$ cat config.mk
export PLATFORM = sky130hd
export DESIGN_NAME = hazard_ctrl_unit
export DESIGN_NICKNAME = d
export VERILOG_FILES = /design/src/rtl/hazard_ctrl_unit.sv
export SDC_FILE = /design/constraint.sdc
export NUM_CORES = 1
export LEC_CHECK = 0
export BUFFER_PORTS_ARGS = -buffer_cell sky130_fd_sc_hd__buf_4
export CORE_ASPECT_RATIO = 2
export CORE_UTILIZATION = 25
export DETAILED_ROUTE_END_ITERATION = 8
export GPL_TIMING_DRIVEN = 0
export PLACE_DENSITY_LB_ADDON = 0.25
export SYNTH_ARGS = -nofsm -noshare
export SYNTH_HDL_FRONTEND = slang
export SYNTH_SLANG_ARGS = --single-unit
$ cat constraint.sdc
create_clock -name CLK -period 1.9 [get_ports CLK]
set_clock_uncertainty 0.2 [all_clocks]
set_input_delay 0.095 -clock CLK [delete_from_list [all_inputs] [get_ports CLK]]
set_output_delay 0.095 -clock CLK [all_outputs]
set_load 0.01 [all_outputs]
$ cat src/rtl/hazard_ctrl_unit.sv
// hazard_ctrl_unit: registered pipeline hazard controller producing per-latch stall/flush and PC enable.
// Define HZU_PERF_CNT_EN to build the saturating stall/flush performance counters.
module hazard_ctrl_unit #(
  parameter int REGW     = 5,
  parameter int LU_STALL = 1,
  parameter int CNT_W    = 32
) (
  input  logic             CLK,
  input  logic             nRST,
  input  logic             ihit,
  input  logic             dhit,
  input  logic             dreq_mem,
  input  logic             branch_ex,
  input  logic             alu_zf,
  input  logic             jump_ex,
  input  logic             memread_ex,
  input  logic [REGW-1:0]  rd_ex,
  input  logic [REGW-1:0]  rs_id,
  input  logic [REGW-1:0]  rt_id,
  input  logic             halt_wb,
  output logic             stall_ifid,
  output logic             stall_idex,
  output logic             stall_xmem,
  output logic             stall_wb,
  output logic             flush_ifid,
  output logic             flush_idex,
  output logic             flush_xmem,
  output logic             flush_wb,
  output logic             pc_en,
  output logic             halted,
  output logic [CNT_W-1:0] stall_cnt,
  output logic [CNT_W-1:0] flush_cnt
);

  typedef enum logic [1:0] {RUN, LUSTALL, DWAIT, HALT} state_e;

  localparam logic [1:0] LU_LOAD = 2'(LU_STALL - 1);

  state_e     state_q, state_d;
  logic [1:0] lu_cnt_q, lu_cnt_d;
  logic       lu, tk, dwait_hold, resume_lus;

  assign lu = memread_ex && (rd_ex != '0) && ((rd_ex == rs_id) || (rd_ex == rt_id));
  assign tk = (branch_ex && alu_zf) || jump_ex;
  // Once waiting, only dhit matters; a fresh request stalls only until its own hit.
  assign dwait_hold = (state_q == DWAIT) ? !dhit : (dreq_mem && !dhit);
  // A non-zero count parked in DWAIT means the wait interrupted a load-use bubble.
  assign resume_lus = (state_q == DWAIT) && (lu_cnt_q != 2'd0);

  always_comb begin
    stall_ifid = 1'b0;
    stall_idex = 1'b0;
    stall_xmem = 1'b0;
    stall_wb   = 1'b0;
    flush_ifid = 1'b0;
    flush_idex = 1'b0;
    flush_xmem = 1'b0;
    flush_wb   = 1'b0;
    pc_en      = 1'b0;
    halted     = 1'b0;
    state_d    = state_q;
    lu_cnt_d   = lu_cnt_q;

    if (!nRST) begin
      flush_ifid = 1'b1;
      flush_idex = 1'b1;
      flush_xmem = 1'b1;
      flush_wb   = 1'b1;
      state_d    = RUN;
      lu_cnt_d   = 2'd0;
    end else if ((state_q == HALT) || halt_wb) begin
      stall_ifid = 1'b1;
      stall_idex = 1'b1;
      stall_xmem = 1'b1;
      stall_wb   = 1'b1;
      halted     = 1'b1;
      state_d    = HALT;
    end else if (dwait_hold) begin
      stall_ifid = 1'b1;
      stall_idex = 1'b1;
      stall_xmem = 1'b1;
      stall_wb   = 1'b1;
      state_d    = DWAIT;
    end else if (tk) begin
      flush_ifid = 1'b1;
      flush_idex = 1'b1;
      pc_en      = 1'b1;
      state_d    = RUN;
      lu_cnt_d   = 2'd0;
    end else if (state_q == LUSTALL) begin
      stall_ifid = 1'b1;
      flush_idex = 1'b1;
      lu_cnt_d   = lu_cnt_q - 2'd1;
      state_d    = (lu_cnt_q == 2'd1) ? RUN : LUSTALL;
    end else begin
      // RUN evaluation, also used on the cycle a data wait completes.
      state_d  = resume_lus ? LUSTALL : RUN;
      lu_cnt_d = resume_lus ? lu_cnt_q : 2'd0;
      if (lu) begin
        stall_ifid = 1'b1;
        flush_idex = 1'b1;
        if ((LU_STALL > 1) && !resume_lus) begin
          lu_cnt_d = LU_LOAD;
          state_d  = LUSTALL;
        end
      end else if (!ihit) begin
        stall_ifid = 1'b1;
        flush_idex = 1'b1;
      end else begin
        pc_en = 1'b1;
      end
    end
  end

  always_ff @(posedge CLK or negedge nRST) begin
    if (!nRST) begin
      state_q  <= RUN;
      lu_cnt_q <= 2'd0;
    end else begin
      state_q  <= state_d;
      lu_cnt_q <= lu_cnt_d;
    end
  end

`ifdef HZU_PERF_CNT_EN
  logic [CNT_W-1:0] stall_cnt_q, flush_cnt_q;

  // Only a taken redirect flushes while the PC advances.
  always_ff @(posedge CLK or negedge nRST) begin
    if (!nRST) begin
      stall_cnt_q <= '0;
      flush_cnt_q <= '0;
    end else begin
      if (!pc_en && !halted && (stall_cnt_q != '1))
        stall_cnt_q <= stall_cnt_q + CNT_W'(1);
      if (flush_ifid && pc_en && (flush_cnt_q != '1))
        flush_cnt_q <= flush_cnt_q + CNT_W'(1);
    end
  end

  assign stall_cnt = stall_cnt_q;
  assign flush_cnt = flush_cnt_q;
`else
  assign stall_cnt = '0;
  assign flush_cnt = '0;
`endif

endmodule
Word level (Yosys, flattened, before mapping)
Cells that the tools add are included.
W data, S select, Z words.

storage, ports and cells
  output and inout port bits = 74
  input port bits = 25
  register bits after elaboration = 4

operators by class
  equal/unequal tests = 9
  reductions and logical operators = 12
  $add $sub $neg = 1
  mux-type cells = 42

operators by type and width
  cell                   number
  $mux W1                33
  $mux W2                9
  $eq A5 B5 Y1           2
  $logic_and A1 B1 Y1    5
  $reduce_bool A5 Y1     1
  $eq A2 B1 Y1 const B   2
  $eq A2 B2 Y1 const B   2
  $ne A2 B2 Y1 const B   2
  $ne A4 B3 Y1 const B   1
  $logic_or A1 B1 Y1     3
  $reduce_and A3 Y1      1
  $reduce_bool A2 Y1     1
  $sub A2 B1 Y2 const B  1
  $logic_not A1 Y1       1

Logic depth before layout (Yosys ltp)
Gate-level depths: netlist (run 1).

  word-level depth = 9
  depth in mapped cells = 5

Worst setup path before layout (run 1)
Ideal clock, no wire load.

  path type = register -> output
  from = reg state_q[1]
  to = out flush_idex
  arrival = 1260 ps
  slack = 345 ps
  stages on the path, launching flop included = 5
  cells stage by stage = dfrtp_1 -> a21boi_0 -> o21bai_1 -> and2_1 -> a211oi_1

on the way
  longest elaborated chain between the ends = 6

ends and longest elaborated chain
  item                    line  source
  start, declared         39    state_e state_q, state_d;
  start signal, assigned  120   state_q <= state_d;
  $eq A2 B1 Y1            90    end else if (state_q == LUSTALL) begin
  $mux W1                 90
  $mux W1                 84    end else if (tk) begin
  $mux W1                 78    end else if (dwait_hold) begin
  $mux W1 *               71    end else if ((state_q == HALT) || halt_wb) begin
  $mux W1 *               64    if (!nRST) begin
  end, declared           26    output logic flush_idex,

Mark *: on every way between the ends. The rest lies on a longest branch, timed or not.

Final worst setup path (run 1)
Same ends and word-level chain as after synthesis.

==> report_table.html, run 1 <==
<table>
<tr><th>Metric</th><th>Value</th></tr>
<tr><th colspan="2">Outcome</th></tr>
<tr><td>Outcome</td><td>complete, but fails checks</td></tr>
<tr><td>Failing checks</td><td>hold timing</td></tr>
<tr><th colspan="2">Power and ir drop</th></tr>
<tr><td>Power spent charging and discharging nets</td><td>0.000190 W</td></tr>
<tr><td>Clock power share</td><td>30.8%</td></tr>
<tr><td>Flop pwr share</td><td>16.1%</td></tr>
<tr><td>Cell-internal power</td><td>roughly 0.00040 W</td></tr>
<tr><td>Power density over the cells</td><td>371 nW/um^2</td></tr>
<tr><td>Peak supply drop</td><td>205 uV</td></tr>
<tr><td>Static Leak</td><td>0.958 nW</td></tr>
<tr><td>Comb pwr share</td><td>53.1%</td></tr>
<tr><td>Sw Share</td><td>roughly a third</td></tr>
<tr><th colspan="2">Placement</th></tr>
<tr><td>Buffers added on ports</td><td>34</td></tr>
<tr><td>Gp weighted congestion</td><td>0.710</td></tr>
<tr><td>Estimated wirelength of the detail-placed design</td><td>1770 microns</td></tr>
<tr><td>Placed cells</td><td>270</td></tr>
<tr><th colspan="2">Route</th></tr>
<tr><td>Post-route antenna net violation count</td><td>0</td></tr>
<tr><td>Amount of wire on met2 after detailed routing</td><td>1080 microns</td></tr>
<tr><td>First DRT Iteration DRCs</td><td>10</td></tr>
<tr><td>Count of TritonRoute iterations in the first routing pass</td><td>2</td></tr>
<tr><td>Per-cell routed wire length</td><td>7.05 microns</td></tr>
<tr><td>Overall via count from detail_route</td><td>906</td></tr>
<tr><td>Met1 wire length</td><td>~530 microns</td></tr>
<tr><td>Sum of met3 wire segment lengths after detailed routing</td><td>285 microns</td></tr>
<tr><td>Via/cell ratio</td><td>approximately 3.3</td></tr>
<tr><td># DRC</td><td>0</td></tr>
<tr><td>Detailed Route WL</td><td>1940 microns</td></tr>
<tr><td>Highest metal layer used by the detailed router</td><td>met4</td></tr>
<tr><th colspan="2">STA</th></tr>
<tr><td>Final Hold Violating Endpoints</td><td>1</td></tr>
<tr><td>Summed negative setup slack over all endpoints</td><td>0 ns</td></tr>
<tr><td>FMAX</td><td>554 MHz</td></tr>
<tr><td>Final critical path time including I/O delays and setup</td><td>1.81 ns</td></tr>
<tr><td>RSZ-0062 raised after global routing</td><td>no</td></tr>
<tr><td>Final critical-path share of the clock period</td><td>approximately 95%</td></tr>
<tr><td>Final max-slew violation count</td><td>0</td></tr>
<tr><td>Count of endpoints failing setup in the final report</td><td>0</td></tr>
<tr><td>Hold Slack</td><td>-0.00663 ns</td></tr>
<tr><th colspan="2">Final layout</th></tr>
<tr><td>Layout Cells excl Fill</td><td>~280</td></tr>
<tr><td>Layout overhead on the synthesized area</td><td>65.6%</td></tr>
<tr><td>Antenna Diode Count</td><td>0</td></tr>
<tr><td>Net count, final</td><td>255</td></tr>
<tr><td>Count of fill cells added during filler insertion</td><td>413</td></tr>
<tr><td>Ratio of cells with drive above 1 in the final layout</td><td>a little under half</td></tr>
<tr><th colspan="2">Clock network</th></tr>
<tr><td>Number of levels in the clock H-tree</td><td>1</td></tr>
<tr><td>CTS Root Cell</td><td>sky130_fd_sc_hd__clkbuf_8</td></tr>
<tr><td>Maximum number of buffers from clock root to sink</td><td>2</td></tr>
<tr><td>Setup Fix Bufs, Post-CTS</td><td>0</td></tr>
<tr><td>Clk Latency, worst-skew pair</td><td>around 0.22 ns</td></tr>
<tr><td>Clock buffers created by TritonCTS</td><td>3</td></tr>
<tr><td>Clock tree from TritonCTS</td><td>yes</td></tr>
<tr><td>Clock-pin transition on the worst setup and hold timing paths</td><td>0.03 ns</td></tr>
<tr><td>Clock sinks</td><td>4</td></tr>
<tr><th colspan="2">Floorplan</th></tr>
<tr><td>Number of core rows</td><td>31</td></tr>
<tr><td>Width of the die</td><td>45.6 microns</td></tr>
<tr><td>Core area</td><td>3650 sq um</td></tr>
<tr><td>Die area</td><td>around 4100 sq um</td></tr>
<tr><td>Die Span Y</td><td>just under 90 microns</td></tr>
<tr><td>Effective utilization at floorplan</td><td>between 20% and 30%</td></tr>
<tr><td>I/O pins</td><td>99</td></tr>
<tr><th colspan="2">Flow run</th></tr>
<tr><td>Max-cap violations</td><td>0</td></tr>
<tr><th colspan="2">Setup path</th></tr>
<tr><td>Capturing element type of the critical path</td><td>primary output</td></tr>
<tr><td>Crit path kind</td><td>reg -&gt; out</td></tr>
<tr><td>Startpoint kind of the worst setup timing path</td><td>register</td></tr>
<tr><td>Maximum single-stage delay on the critical path</td><td>0.40 ns</td></tr>
<tr><td>Top fanout value on the critical path</td><td>6</td></tr>
<tr><td>Required arrival time at the worst endpoint</td><td>1.60 ns</td></tr>
<tr><td>Slowest CP cell</td><td>sky130_fd_sc_hd__dfrtp_1</td></tr>
<tr><td>Cell chain of the critical path</td><td>a21boi_1 -&gt; o21bai_2 -&gt; and2_2 -&gt; a211oi_2 -&gt; buf_4</td></tr>
<tr><td>Worst EP arrival</td><td>roughly 1.5 ns</td></tr>
<tr><th colspan="2">Yosys</th></tr>
<tr><td>Seq cells post-synth</td><td>4</td></tr>
<tr><td>Mean area per synthesized cell</td><td>7.68 sq um</td></tr>
<tr><td>Asr flop ratio synth</td><td>100%</td></tr>
<tr><td>Number of synthesized flops with an enable pin</td><td>0</td></tr>
<tr><td>Sequential cell area fraction in the yosys report</td><td>a little over a tenth</td></tr>
<tr><td>Area of the mapped netlist</td><td>952 sq um</td></tr>
<tr><td>Number of distinct standard cells referenced by the synthesized netlist</td><td>25</td></tr>
<tr><td>Yosys warnings</td><td>0</td></tr>
<tr><td>Number of instances in the synthesized netlist</td><td>124</td></tr>
<tr><td>Commonest register cell after synthesis</td><td>sky130_fd_sc_hd__dfrtp_1</td></tr>
<tr><th colspan="2">GRT</th></tr>
<tr><td>Initial antenna violation count</td><td>0</td></tr>
<tr><td>Total global routing track utilization</td><td>roughly a tenth</td></tr>
<tr><td>Global route overflow</td><td>0</td></tr>
<tr><td>Pin count of the biggest net entering global routing</td><td>12</td></tr>
<tr><td>Global-route wire length before repair</td><td>around 3000 microns</td></tr>
<tr><td>Vias in the first global route</td><td>~760</td></tr>
<tr><th colspan="2">Worst hold path</th></tr>
<tr><td>Path category of the worst min-delay check</td><td>in -&gt; reg</td></tr>
</table>
==> synth_stat cells, drive strengths merged, types with 2 or more instances <==
cell    number  area, sq um
buf         67          503
xor2        10         87.6
nor2         7         26.3
dfrtp        4          100
nand2        4         15.0
nor3         4         25.0
a22oi        3         22.5
inv          3         11.3
a211oi       2         15.0
a21oi        2         10.0
and2         2         12.5
ha           2         25.0
o21a         2         15.0
o21ai        2         10.0
==> kinds of logic after synthesis <==
logic type | share of synthesized area, %
compound gates | 11.7
xor+xnor | 9.20
fa+ha+maj | 2.63
buf+inv | 54.0
flops | 10.5
mux | 1.05
other cells | 0.394
simple gates | 10.5
==> metal layers <==
layer / vias up / global-route usage, %
met5: - / 0
met4: 0 / 5.79
met3: 5 / 3.43
met2: 72 / 18.8
met1: 353 / 7.94
li1: 476 / -
==> final cells by class <==
class                   instances  area (sq um)  share of cell area [%]
flip-flops and latches          4           100                    6.35
plain buffers                  67           503                    31.9
well taps                      49          61.3                    3.89
multi-input cells             113           584                    37.1
clock buffers                   3          41.3                    2.62
repair buffers                 36           275                    17.5
inverters                       3          11.3                   0.714
==> through the flow <==
stage                     utilization (%)  hold slack, ns  instance area, sq um  total power, W  setup slack [ns]
after global routing                 43.2          0.0326                  1580        0.000630            0.0176
after floorplan                         -          -0.401                  1190        0.000313             0.345
after CTS                            43.0        0.000424                  1570        0.000581           0.00596
after detailed placement             41.3          -0.282                  1510        0.000395             0.249
final                                43.2        -0.00663                  1580        0.000585            0.0941
after global placement               41.3          -0.282                  1510        0.000394             0.251
==> layout by cell type (no fill, tap or decap), drive strengths merged <==
| master | n |
|---|---|
| a211o | 1 |
| a211oi | 2 |
| a21boi | 1 |
| a21oi | 2 |
| a22oi | 3 |
| and2 | 2 |
| buf | 101 |
| clkbuf | 3 |
| conb | 64 |
| dfrtp | 4 |
| dlygate4sd3 | 2 |
| ha | 2 |
| inv | 3 |
| mux2i | 1 |
| nand2 | 4 |
| nand2b | 1 |
| nor2 | 7 |
| nor3 | 4 |
| nor3b | 1 |
| o21a | 2 |
| o21ai | 2 |
| o21bai | 1 |
| o221ai | 1 |
| o22ai | 1 |
| or4 | 1 |
| xor2 | 10 |
==> power groups by stage <==
| stage | Clock [W] | Sequential (W) | Combinational (W) |
|---|---|---|---|
| 2_1_floorplan | 0 | 0.0000940 | 0.000219 |
| 3_3_place_gp | 0 | 0.0000948 | 0.000300 |
| 3_5_place_dp | 0 | 0.0000948 | 0.000300 |
| 4_1_cts | 0.000183 | 0.0000939 | 0.000304 |
| 5_1_grt | 0.000189 | 0.0000946 | 0.000346 |
| 6_report | 0.000180 | 0.0000942 | 0.000311 |
==> what timing repair did <==
action,CTS,global route
hold buffers,2,0
hold endpoints to repair,5,0
resized for setup,0,4
endpoints found under the setup margin,0,5
==> final timing paths <==
check | from | end | slack, ns | depth (start not counted)
max | state_q[1]$_DFF_PN0_ | flush_idex | 0.09 | 5
min | dhit | state_q[0]$_DFF_PN0_ | -0.007 | 3
max reg2reg | state_q[1]$_DFF_PN0_ | lu_cnt_q[1]$_DFFE_PN0P_ | 0.44 | 4
min reg2reg | lu_cnt_q[0]$_DFFE_PN0P_ | lu_cnt_q[0]$_DFFE_PN0P_ | 0.36 | 2
max in group asynchronous | nRST | lu_cnt_q[0]$_DFFE_PN0P_ | 1.33 | 2
min in group asynchronous | nRST | state_q[1]$_DFF_PN0_ | 0.04 | 2
==> worst max-delay path: cells and delay by family, from the launching register on <==
family          cells  cell delay, ns
compound gates      3            0.48
flops               1            0.40
simple gates        1            0.25
buf+inv             1            0.16
==> sequential cells by signal, indices dropped and copies added (netlist names) <==
name,cells
lu_cnt_q,2
state_q,2
Power figures use the tool's default switching activity.
==> run 2, diff against run 1 <==
- CELL_PAD_IN_SITES_DETAIL_PLACEMENT: unset -> 1
- CELL_PAD_IN_SITES_GLOBAL_PLACEMENT: unset -> 2
- CORE_UTILIZATION: 25 -> 16
- GPL_ROUTABILITY_DRIVEN: unset -> 0
==> run 2 against run 1 <==
  * The run now ends clean
  * First-iteration DRC count rose by 10%
  * Non-clock buffer count fell by 1
  * Total power rose by 27%
  * Core utilization fell by 15 points
  * Sequential share of layout area fell by 0.20 points
  * Via count rose by 5.1%
  * Final area rose by 3.3%
  * Critical path depth did not move
  * Flip-flop and latch count did not move
  * Die area rose by 54%
  * Sequential power rose by 2%
  * Worst hold slack improved by 0.022 ns
  * Highest routed layer is now met3
==> report_table.html, run 2 (synthesis gave the netlist of run 1 again) <==
<table>
<tr><th>Metric</th><th>Value</th></tr>
<tr><th colspan="2">Outcome</th></tr>
<tr><td>Outcome</td><td>completed</td></tr>
<tr><th colspan="2">STA</th></tr>
<tr><td>Final critical path time including I/O delays and setup</td><td>1.78 ns (-0.0266 ns)</td></tr>
<tr><td>Summed negative setup slack over all endpoints</td><td>0 ns (unchanged)</td></tr>
<tr><td>Hold Slack</td><td>0.0157 ns (+0.0224 ns)</td></tr>
<tr><td>Final max-slew violation count</td><td>0 (unchanged)</td></tr>
<tr><td>Final critical-path share of the clock period</td><td>93.6% (-1.4 points)</td></tr>
<tr><td>Count of endpoints failing setup in the final report</td><td>0 (unchanged)</td></tr>
<tr><td>RSZ-0062 raised after global routing</td><td>no</td></tr>
<tr><td>Final Hold Violating Endpoints</td><td>0 (-1)</td></tr>
<tr><td>FMAX</td><td>562 MHz (+1.5%)</td></tr>
<tr><td>Final setup margin</td><td>0.121 ns (+0.0266 ns)</td></tr>
<tr><th colspan="2">Worst hold path</th></tr>
<tr><td>Path category of the worst min-delay check</td><td>in -&gt; reg</td></tr>
<tr><td>Min-delay src</td><td>dhit</td></tr>
<tr><td>Worst hold path depth</td><td>3 (unchanged)</td></tr>
<tr><td>Terminating pin of the worst hold path</td><td>state_q[0]$_DFF_PN0_</td></tr>
<tr><th colspan="2">Final layout</th></tr>
<tr><td>Layout Cells excl Fill</td><td>286 (+4.0%)</td></tr>
<tr><td>Layout overhead on the synthesized area</td><td>71.1%</td></tr>
<tr><td>Count of fill cells added during filler insertion</td><td>747 (+81%)</td></tr>
<tr><td>Net count, final</td><td>254 (-0.39%)</td></tr>
<tr><td>Most common cell after layout, fill and taps aside</td><td>sky130_fd_sc_hd__buf_4</td></tr>
<tr><td>Top library cells by usage in the layout, fill and taps aside</td><td>sky130_fd_sc_hd__buf_4 (101), sky130_fd_sc_hd__conb_1 (64), sky130_fd_sc_hd__xor2_1 (10)</td></tr>
<tr><td>Area taken by flip-flops and latches</td><td>100 sq um (unchanged)</td></tr>
<tr><td>Largest registers</td><td>lu_cnt_q: 2 flops, state_q: 2 flops</td></tr>
<tr><td>Antenna Diode Count</td><td>0 (unchanged)</td></tr>
<tr><td>Area occupied by multi-input gates</td><td>598 sq um (+2.4%)</td></tr>
<tr><td>Ratio of cells with drive above 1 in the final layout</td><td>49.3% (+1.5 points)</td></tr>
<tr><td>Final core utilization</td><td>28.5% (-15 points)</td></tr>
<tr><th colspan="2">Setup path</th></tr>
<tr><td>Cell family with the largest share of critical-path delay</td><td>compound AO/OA/AOI/OAI gates</td></tr>
<tr><td>Worst reg2reg startpoint</td><td>state_q[0]$_DFF_PN0_</td></tr>
<tr><td>Slowest CP cell</td><td>sky130_fd_sc_hd__dfrtp_1</td></tr>
<tr><td>Required arrival time at the worst endpoint</td><td>1.60 ns (about the same)</td></tr>
<tr><td>Crit path kind</td><td>reg -&gt; out</td></tr>
<tr><td>Worst R2R Setup Slack</td><td>0.41 ns (-0.03 ns)</td></tr>
<tr><td>Top fanout value on the critical path</td><td>6 (unchanged)</td></tr>
<tr><td>Capturing element type of the critical path</td><td>primary output</td></tr>
<tr><td>Buffering stage count on the worst path with inverters included</td><td>1 (unchanged)</td></tr>
<tr><td>Count of cells along the worst register-to-register path</td><td>4 (unchanged)</td></tr>
<tr><td>Worst EP arrival</td><td>1.48 ns (-0.03 ns)</td></tr>
<tr><td>CP Depth</td><td>5 (unchanged)</td></tr>
<tr><td>Maximum single-stage delay on the critical path</td><td>0.43 ns (+0.03 ns)</td></tr>
<tr><td>End of the worst register-to-register path</td><td>lu_cnt_q[0]$_DFFE_PN0P_</td></tr>
<tr><td>Cell chain of the critical path</td><td>a21boi_2 -&gt; o21bai_2 -&gt; and2_4 -&gt; a211oi_2 -&gt; buf_4</td></tr>
<tr><td>Startpoint kind of the worst setup timing path</td><td>register</td></tr>
<tr><th colspan="2">Power and ir drop</th></tr>
<tr><td>Cell-internal power</td><td>0.000532 W (+34%)</td></tr>
<tr><td>Power density over the cells</td><td>457 nW/um^2 (+23%)</td></tr>
<tr><td>Comb pwr share</td><td>43.0% (-10 points)</td></tr>
<tr><td>Sw Share</td><td>28.6% (-3.8 points)</td></tr>
<tr><td>Peak supply drop</td><td>393 uV (+92%)</td></tr>
<tr><td>Clock power share</td><td>44.1% (+13 points)</td></tr>
<tr><td>Static Leak</td><td>0.976 nW (+1.9%)</td></tr>
<tr><td>Power spent charging and discharging nets</td><td>0.000213 W (+12%)</td></tr>
<tr><td>Flop pwr share</td><td>12.9% (-3.2 points)</td></tr>
<tr><th colspan="2">GRT</th></tr>
<tr><td>Pin count of the biggest net entering global routing</td><td>12 (unchanged)</td></tr>
<tr><td>Global-route wire length before repair</td><td>4010 microns (+36%)</td></tr>
<tr><td>Vias in the first global route</td><td>894 (+17%)</td></tr>
<tr><td>Global route overflow</td><td>0 (unchanged)</td></tr>
<tr><td>Initial antenna violation count</td><td>0 (unchanged)</td></tr>
<tr><td>Total global routing track utilization</td><td>8.21% (-1.6 points)</td></tr>
<tr><th colspan="2">Placement</th></tr>
<tr><td>Placement-stage worst setup slack</td><td>0.0860 ns (-0.163 ns)</td></tr>
<tr><td>Estimated wirelength of the detail-placed design</td><td>2440 microns (+38%)</td></tr>
<tr><td>Buffers added on ports</td><td>34 (unchanged)</td></tr>
<tr><td>Placed cells</td><td>282 (+4.4%)</td></tr>
<tr><th colspan="2">Clock network</th></tr>
<tr><td>Clock buffers created by TritonCTS</td><td>3 (unchanged)</td></tr>
<tr><td>Number of levels in the clock H-tree</td><td>1 (unchanged)</td></tr>
<tr><td>Clock-pin transition on the worst setup and hold timing paths</td><td>0.03 ns (about the same)</td></tr>
<tr><td>Maximum number of buffers from clock root to sink</td><td>2 (unchanged)</td></tr>
<tr><td>Clk Latency, worst-skew pair</td><td>0.22 ns (about the same)</td></tr>
<tr><td>Clock tree from TritonCTS</td><td>yes</td></tr>
<tr><td>Setup Fix Bufs, Post-CTS</td><td>0 (unchanged)</td></tr>
<tr><td>CTS Root Cell</td><td>sky130_fd_sc_hd__clkbuf_16</td></tr>
<tr><td>Clock sinks</td><td>4 (unchanged)</td></tr>
<tr><th colspan="2">Floorplan</th></tr>
<tr><td>I/O pins</td><td>99 (unchanged)</td></tr>
<tr><td>Number of core rows</td><td>39 (+26%)</td></tr>
<tr><td>Effective utilization at floorplan</td><td>16.7% (-9.4 points)</td></tr>
<tr><td>Core area</td><td>5710 sq um (+57%)</td></tr>
<tr><td>Width of the die</td><td>56.6 microns (+24%)</td></tr>
<tr><td>Die area</td><td>6280 sq um (+54%)</td></tr>
<tr><td>Die Span Y</td><td>111 microns (+24%)</td></tr>
<tr><th colspan="2">Route</th></tr>
<tr><td># DRC</td><td>0 (unchanged)</td></tr>
<tr><td>First DRT Iteration DRCs</td><td>11 (+1)</td></tr>
<tr><td>Detailed Route WL</td><td>2660 microns (+37%)</td></tr>
<tr><td>Overall via count from detail_route</td><td>952 (+5.1%)</td></tr>
<tr><td>Per-cell routed wire length</td><td>9.31 microns (+32%)</td></tr>
<tr><td>Count of TritonRoute iterations in the first routing pass</td><td>4 (+2)</td></tr>
<tr><td>Post-route antenna net violation count</td><td>0 (unchanged)</td></tr>
<tr><td>Via/cell ratio</td><td>3.33 (+1.0%)</td></tr>
<tr><th colspan="2">Flow run</th></tr>
<tr><td>Max-cap violations</td><td>0 (unchanged)</td></tr>
</table>
run 2: layout make-up:
type                       instances  share of cell area [%]
multi-input combinational        113                    36.7
buffer                            67                    30.9
timing repair buffer              35                    16.3
sequential                         4                    6.14
tap                               61                    4.69
clock buffer                       3                    4.61
inverter                           3                   0.691
run 2: power by group through the flow:
stage | sequential (W) | clock (W) | combinational (W)
6_report | 0.0000961 | 0.000328 | 0.000321
5_1_grt | 0.0000968 | 0.000342 | 0.000350
4_1_cts | 0.0000953 | 0.000335 | 0.000314
3_5_place_dp | 0.0000952 | 0 | 0.000308
3_3_place_gp | 0.0000953 | 0 | 0.000307
2_1_floorplan | 0.0000940 | 0 | 0.000219
run 2: worst max-delay path by stage:
stage	from	end	slack [ns]
after floorplan	state_q[1]$_DFF_PN0_	flush_idex	0.35
after global placement	state_q[1]$_DFF_PN0_	stall_xmem	0.11
after detailed placement	state_q[1]$_DFF_PN0_	flush_idex	0.09
after CTS	state_q[1]$_DFF_PN0_	flush_idex	0.04
after global routing	state_q[0]$_DFF_PN0_	flush_idex	0.03
final	state_q[0]$_DFF_PN0_	flush_idex	0.12
run 2: worst min-delay path: cells and delay by family:
kind            cells  cell delay, ns
compound gates      2            0.22
buf+inv             1            0.08
run 2: routing by layer:
metal	up-vias	part of all wire (%)	GRT usage (%)	wire [microns]
li1	473	-	-	-
met1	416	26	5.69	687
met2	63	64	18.6	1700
met3	0	10	2.10	273
met4	0	0	2.44	0
met5	-	0	0	0
run 2: stage by stage:
step / instance area (sq um) / power [W]
floorplan: 1190 / 0.000313
global placement: 1520 / 0.000402
detailed placement: 1520 / 0.000403
CTS: 1620 / 0.000744
global route: 1630 / 0.000789
finish: 1630 / 0.000745
run 2: what timing repair did:
| action | 4_1_cts | 5_1_grt |
|---|---|---|
| hold buffers | 1 | 0 |
| hold endpoints to repair | 4 | 0 |
| resized for setup | 5 | 3 |
| endpoints found under the setup margin | 5 | 3 |
